$ cat config.mk
export PLATFORM = sky130hd
export DESIGN_NAME = alt_vipvfr121_vfr_control_packet_decoder
export DESIGN_NICKNAME = d
export VERILOG_FILES = /design/src/rtl/alt_vipvfr121_cpd_pkg.sv /design/src/rtl/alt_vipvfr121_cpd_out_reg.sv /design/src/rtl/alt_vipvfr121_vfr_control_packet_decoder.sv
export SDC_FILE = /design/constraint.sdc
export NUM_CORES = 1
export LEC_CHECK = 0
export ABC_AREA = 1
export CORE_MARGIN = 8
export CORE_UTILIZATION = 50
export DETAILED_ROUTE_END_ITERATION = 6
export PLACE_DENSITY_LB_ADDON = 0.12
export SLEW_MARGIN = 25
export SYNTH_ARGS = -nofsm -noshare
export SYNTH_HDL_FRONTEND = slang
export SYNTH_SLANG_ARGS = --single-unit
$ cat constraint.sdc
create_clock -name clk -period 2 [get_ports clk]
set_input_delay 0.6 -clock clk [delete_from_list [all_inputs] [get_ports clk]]
set_output_delay 0.6 -clock clk [all_outputs]
set_load 0.01 [all_outputs]
$ cat src/rtl/alt_vipvfr121_cpd_pkg.sv
// Shared constants, field widths and FSM state type for the VFR control packet decoder.
// Pure declarations; no logic, latency or flow control.
package alt_vipvfr121_cpd_pkg;

  localparam logic [3:0] CTRL_TYPE  = 4'hF;
  localparam logic [3:0] VIDEO_TYPE = 4'h0;

  localparam int CTRL_NIBBLES = 9;
  localparam int WIDTH_W      = 16;
  localparam int HEIGHT_W     = 16;
  localparam int ILACE_W      = 4;
  localparam int SHADOW_W     = 4 * CTRL_NIBBLES;

  typedef enum logic [1:0] {
    WAIT_SOP,
    CTRL_BODY,
    PASS
  } cpd_state_e;

endpackage

$ cat src/rtl/alt_vipvfr121_cpd_out_reg.sv
// Single-stage registered Avalon-ST source; 1-cycle latency.
// Backpressure: load_rdy = dout_ready || !dout_valid, so a held beat blocks new loads.
module alt_vipvfr121_cpd_out_reg #(
  parameter int DATA_WIDTH = 24
) (
  input  logic                  clk,
  input  logic                  rst,
  input  logic                  load_vld,
  input  logic [DATA_WIDTH-1:0] load_dat,
  input  logic                  load_sop,
  input  logic                  load_eop,
  output logic                  load_rdy,
  input  logic                  dout_ready,
  output logic                  dout_valid,
  output logic [DATA_WIDTH-1:0] dout_data,
  output logic                  dout_sop,
  output logic                  dout_eop
);

  logic                  vld_q, vld_d;
  logic [DATA_WIDTH-1:0] dat_q, dat_d;
  logic                  sop_q, sop_d;
  logic                  eop_q, eop_d;

  assign load_rdy = dout_ready || !vld_q;

  always_comb begin
    vld_d = vld_q;
    dat_d = dat_q;
    sop_d = sop_q;
    eop_d = eop_q;
    if (load_vld) begin
      vld_d = 1'b1;
      dat_d = load_dat;
      sop_d = load_sop;
      eop_d = load_eop;
    end else if (dout_ready) begin
      vld_d = 1'b0;
    end
  end

  always_ff @(posedge clk or negedge rst) begin
    if (!rst) begin
      vld_q <= 1'b0;
      dat_q <= '0;
      sop_q <= 1'b0;
      eop_q <= 1'b0;
    end else begin
      vld_q <= vld_d;
      dat_q <= dat_d;
      sop_q <= sop_d;
      eop_q <= eop_d;
    end
  end

  assign dout_valid = vld_q;
  assign dout_data  = dat_q;
  assign dout_sop   = sop_q;
  assign dout_eop   = eop_q;

endmodule

$ cat src/rtl/alt_vipvfr121_vfr_control_packet_decoder.sv
// Decodes Avalon-ST Video control packets into width/height/interlaced; forwards other packets with 1-cycle latency.
// Input stalls whenever the output stage is full; ALT_VIPVFR121_CPD_FORWARD_CTRL_EN also forwards control packets.
module alt_vipvfr121_vfr_control_packet_decoder
  import alt_vipvfr121_cpd_pkg::*;
#(
  parameter  int BITS_PER_SYMBOL  = 8,
  parameter  int SYMBOLS_PER_BEAT = 3,
  localparam int DATA_WIDTH       = BITS_PER_SYMBOL * SYMBOLS_PER_BEAT
) (
  input  logic                  clk,
  input  logic                  rst,
  output logic                  din_ready,
  input  logic                  din_valid,
  input  logic [DATA_WIDTH-1:0] din_data,
  input  logic                  din_sop,
  input  logic                  din_eop,
  input  logic                  dout_ready,
  output logic                  dout_valid,
  output logic [DATA_WIDTH-1:0] dout_data,
  output logic                  dout_sop,
  output logic                  dout_eop,
  output logic [WIDTH_W-1:0]    width,
  output logic [HEIGHT_W-1:0]   height,
  output logic [ILACE_W-1:0]    interlaced,
  output logic                  ctrl_update,
  output logic                  ctrl_error,
  output logic                  in_video
);

`ifdef ALT_VIPVFR121_CPD_FORWARD_CTRL_EN
  localparam logic FWD_CTRL = 1'b1;
`else
  localparam logic FWD_CTRL = 1'b0;
`endif

  cpd_state_e            state_q, state_d;
  logic [3:0]            cnt_q, cnt_d;
  logic [SHADOW_W-1:0]   shadow_q, shadow_d, merged, commit_src;
  logic [WIDTH_W-1:0]    width_q, width_d;
  logic [HEIGHT_W-1:0]   height_q, height_d;
  logic [ILACE_W-1:0]    ilace_q, ilace_d;
  logic                  upd_q, upd_d, err_q, err_d, in_video_q, in_video_d;
  logic                  accept, fwd_vld, load_rdy, commit;
  logic [4:0]            cnt_sum;
  logic [3:0]            cnt_sat, hdr_type;

  assign din_ready = load_rdy;
  assign accept    = din_valid && load_rdy;
  assign hdr_type  = din_data[3:0];
  assign cnt_sum   = {1'b0, cnt_q} + 5'(SYMBOLS_PER_BEAT);
  assign cnt_sat   = (cnt_sum >= 5'(CTRL_NIBBLES)) ? 4'(CTRL_NIBBLES) : cnt_sum[3:0];

  // Nibble k lands at shadow[(8-k)*4 +: 4], so width/height/interlaced read out MSB-first.
  always_comb begin
    merged = shadow_q;
    for (int i = 0; i < SYMBOLS_PER_BEAT; i++) begin
      for (int j = 0; j < CTRL_NIBBLES; j++) begin
        if ({1'b0, cnt_q} + 5'(i) == 5'(j)) begin
          merged[(CTRL_NIBBLES-1-j)*4 +: 4] = din_data[i*BITS_PER_SYMBOL +: 4];
        end
      end
    end
  end

  always_comb begin
    state_d    = state_q;
    cnt_d      = cnt_q;
    shadow_d   = shadow_q;
    in_video_d = in_video_q;
    fwd_vld    = 1'b0;
    commit     = 1'b0;
    commit_src = shadow_q;
    err_d      = 1'b0;
    if (accept) begin
      if (din_sop) begin
        // A new header closes whatever was open; a fully-filled shadow still commits first.
        if (state_q == CTRL_BODY) begin
          if (cnt_q >= 4'(CTRL_NIBBLES)) commit = 1'b1;
          else                           err_d  = 1'b1;
        end
        in_video_d = 1'b0;
        if (hdr_type == CTRL_TYPE) begin
          fwd_vld  = FWD_CTRL;
          cnt_d    = '0;
          shadow_d = '0;
          if (din_eop) begin
            err_d   = 1'b1;
            state_d = WAIT_SOP;
          end else begin
            state_d = CTRL_BODY;
          end
        end else begin
          fwd_vld    = 1'b1;
          in_video_d = (hdr_type == VIDEO_TYPE) && !din_eop;
          state_d    = din_eop ? WAIT_SOP : PASS;
        end
      end else begin
        case (state_q)
          CTRL_BODY: begin
            fwd_vld  = FWD_CTRL;
            shadow_d = merged;
            cnt_d    = cnt_sat;
            if (din_eop) begin
              state_d = WAIT_SOP;
              if (cnt_sat >= 4'(CTRL_NIBBLES)) begin
                commit     = 1'b1;
                commit_src = merged;
              end else begin
                err_d = 1'b1;
              end
            end
          end
          PASS: begin
            fwd_vld = 1'b1;
            if (din_eop) begin
              state_d    = WAIT_SOP;
              in_video_d = 1'b0;
            end
          end
          default: ;
        endcase
      end
    end
    upd_d    = commit;
    width_d  = commit ? commit_src[SHADOW_W-1 -: WIDTH_W]           : width_q;
    height_d = commit ? commit_src[SHADOW_W-WIDTH_W-1 -: HEIGHT_W]  : height_q;
    ilace_d  = commit ? commit_src[ILACE_W-1:0]                     : ilace_q;
  end

  always_ff @(posedge clk or negedge rst) begin
    if (!rst) begin
      state_q    <= WAIT_SOP;
      cnt_q      <= '0;
      shadow_q   <= '0;
      width_q    <= '0;
      height_q   <= '0;
      ilace_q    <= '0;
      upd_q      <= 1'b0;
      err_q      <= 1'b0;
      in_video_q <= 1'b0;
    end else begin
      state_q    <= state_d;
      cnt_q      <= cnt_d;
      shadow_q   <= shadow_d;
      width_q    <= width_d;
      height_q   <= height_d;
      ilace_q    <= ilace_d;
      upd_q      <= upd_d;
      err_q      <= err_d;
      in_video_q <= in_video_d;
    end
  end

  assign width       = width_q;
  assign height      = height_q;
  assign interlaced  = ilace_q;
  assign ctrl_update = upd_q;
  assign ctrl_error  = err_q;
  assign in_video    = in_video_q;

  alt_vipvfr121_cpd_out_reg #(
    .DATA_WIDTH (DATA_WIDTH)
  ) u_out_reg (
    .clk        (clk),
    .rst        (rst),
    .load_vld   (fwd_vld),
    .load_dat   (din_data),
    .load_sop   (din_sop),
    .load_eop   (din_eop),
    .load_rdy   (load_rdy),
    .dout_ready (dout_ready),
    .dout_valid (dout_valid),
    .dout_data  (dout_data),
    .dout_sop   (dout_sop),
    .dout_eop   (dout_eop)
  );

endmodule

==> metrics.txt <==
category of the most critical setup path=in -> out; CP max FO=3; synth warn=0; synthesized area=about 6400 um^2; commonest cells after routing, fill and taps aside=359 x nand2_1, 107 x dfrtp_1, 95 x nand3_1; Die Y=around 130 um; Skew-Pair Late Insertion Delay=~360 ps; CTS tree=yes; worst hold path type=in -> async; I/O pin total=97; Min Hold Slack=between 200 and 250 ps; TritonCTS buffer count=9; RSZ-0062 raised after global routing=yes; die width=about 130 um; synthesized flop and latch total=around 110; largest net degree at the start of global routing=72; DP Area=just over 8000 um^2; Max VDD drop=0.4439 mV; vias in the first global route=6089; vias per std cell=about 5.3; Max transition margin=0.6746; Worst-path clk slew=approximately 70 ps; Max clock buf depth=2; DP HPWL=approximately 14 mm; syn nets=roughly 950; FP Rows=slightly above 40; post-synthesis cell type count=30; n_diodes=0; Final Slew Violations=0; synth-to-layout area growth=36.35%; H-Tree Level Count=3; gpl congestion=slightly above 1; Clock Skew=between 9 and 10 ps; Via Count=about 6.6k; initial antenna violation count=0; crit path time final=between 1500 and 2000 ps; final-report hold violation count=0; Post-DRT Antenna Nets=0; Crit. End Element=output pin; first-pass GRT wire length=roughly 31 mm; PortBufs=96; Layout Cells excl Fill=1243; Leak Pwr=about 0.0042 uW; Initial Util=0.5113; commonest non-fill, non-tap cell in the layout=nand2_1; Syn Area/Cell=between 7 and 8 um^2; share of cells above drive strength 1=0.1737; cell count after synthesis=907; DR DRC count=0; Max Clock Freq=516.2 MHz; post-route cell area=~9000 um^2; WL per Instance=16.24 um; GRT Total Usage=0.2389; Setup violations, final=0; status=completed; Congestion Overflow GR=0; core footprint=12570 um^2; Placed Cells=approximately 1.2k; CTS root buffer=clkbuf_16; sequential element share of the synthesized area=0.4206; die area=~17000 um^2; Power Density=609.5 nW/um^2; Pre-antenna DRT Iters=5; WP data required=roughly 1400 ps; CP startpoint=dout_ready; Worst Max-Slew Pin Slew=approximately 490 ps; critical path launch point type=input port; reg-to-reg startpoint=cnt_q[0]; WP data arrival=between 1000 and 1500 ps; Initial DRC Count=about 640; Routed WL=20.18 mm; Max Cap Viol=0; CTS sink cnt=~110; crit share post-route=0.9686; nets=about 1.1k
critical path: stages:
cell             delay (ps)
clkdlybuf4s50_1         450
inv_1                    40
nand2_2                  90
buf_2                   150
synth_stat cells, drive strengths merged:
library cell,n,share of area
dfrtp,108,0.42
nand4,28,0.027
nor2,21,0.021
nor3,1,0.00078
a21oi,1,0.00078
ha,11,0.021
o22ai,1,0.00097
o21ai,101,0.079
nand2,380,0.23
clkbuf,16,0.0093
clkinv,1,0.00058
buf,23,0.023
o211ai,1,0.0012
o31ai,4,0.0047
mux2,12,0.021
inv,87,0.051
nand3,109,0.090
o41ai,1,0.0014
o21a,1,0.0012
cell families (layout without fill, tap and decap cells):
family,Yosys count,count (layout),synth area share
compound gates,110,110,0.08879
flops,108,108,0.4206
buf+inv,127,291,0.08372
fa+ha+maj,11,11,0.02142
mux,12,12,0.02103
simple gates,539,539,0.3645
power breakdown:
part | switching, uW | total (uW) | internal [uW] | leakage (uW)
combinational | 575 | 1130 | 556 | 0.00264
clock | 793 | 1800 | 1000 | 0.000147
sequential | 81.5 | 2410 | 2330 | 0.00145
timing repair:
item | in CTS | in global routing
hold buffers | 0 | 0
buffers inserted | 0 | 5
setup endpoints to repair | 4 | 76
pin swaps | 0 | 5
hold endpoints to repair | 0 | 0
gates resized for setup | 5 | 54
cloned | 1 | 4
final cells by class:
cell class / count / area [um^2]
fill: 1085 / 3806
clock buffer: 12 / 246.5
sequential: 108 / 2704
tap: 172 / 215.2
multi-input combinational: 672 / 3332
inverter: 88 / 337.8
timing repair buffer: 187 / 1878
clock inverter: 4 / 48.80
stage by stage:
step / power, uW / utilization / setup TNS [ps] / setup slack, ps
after global placement: 3548 / 0.6485 / -18080 / -304.2
after CTS: 5350 / 0.6755 / -1.597 / -1.597
after detailed placement: 3565 / 0.6485 / -20650 / -319.5
final: 5341 / 0.6972 / 0 / 62.76
after floorplan: 2904 / - / 0 / 106.3
after global routing: 5559 / 0.6972 / -158.2 / -18.52
metal layers:
| layer | track usage | vias up | wire length [um] |
|---|---|---|---|
| met5 | 0 | - | 0 |
| met4 | 0.09468 | 0 | 605 |
| met3 | 0.04150 | 35 | 1384 |
| met2 | 0.3768 | 229 | 9247 |
| met1 | 0.3197 | 3125 | 8947 |
| li1 | - | 3236 | - |
sequential cells by signal, indices dropped and copies added, names as in the netlist, 2 cells and up:
| register | count |
|---|---|
| width | 16 |
| cnt_q | 4 |
| height | 16 |
| state_q | 2 |
| u_out_reg.dout_data | 24 |
| interlaced | 4 |
| shadow_q | 36 |
path summary, 6_finish.rpt:
path                                                end  slack [ps]  depth (start not counted)
worst max register to register                height[2]          70                         11
max in group asynchronous                      cnt_q[0]        1330                          2
min in group clk                 u_out_reg.dout_data[8]         490                          2
worst min-delay path            u_out_reg.dout_data[20]         240                          2
worst min register to register   u_out_reg.dout_data[8]         490                          2
worst max-delay path                          din_ready          60                          4
No activity file was read; power rests on OpenSTA's default activity.
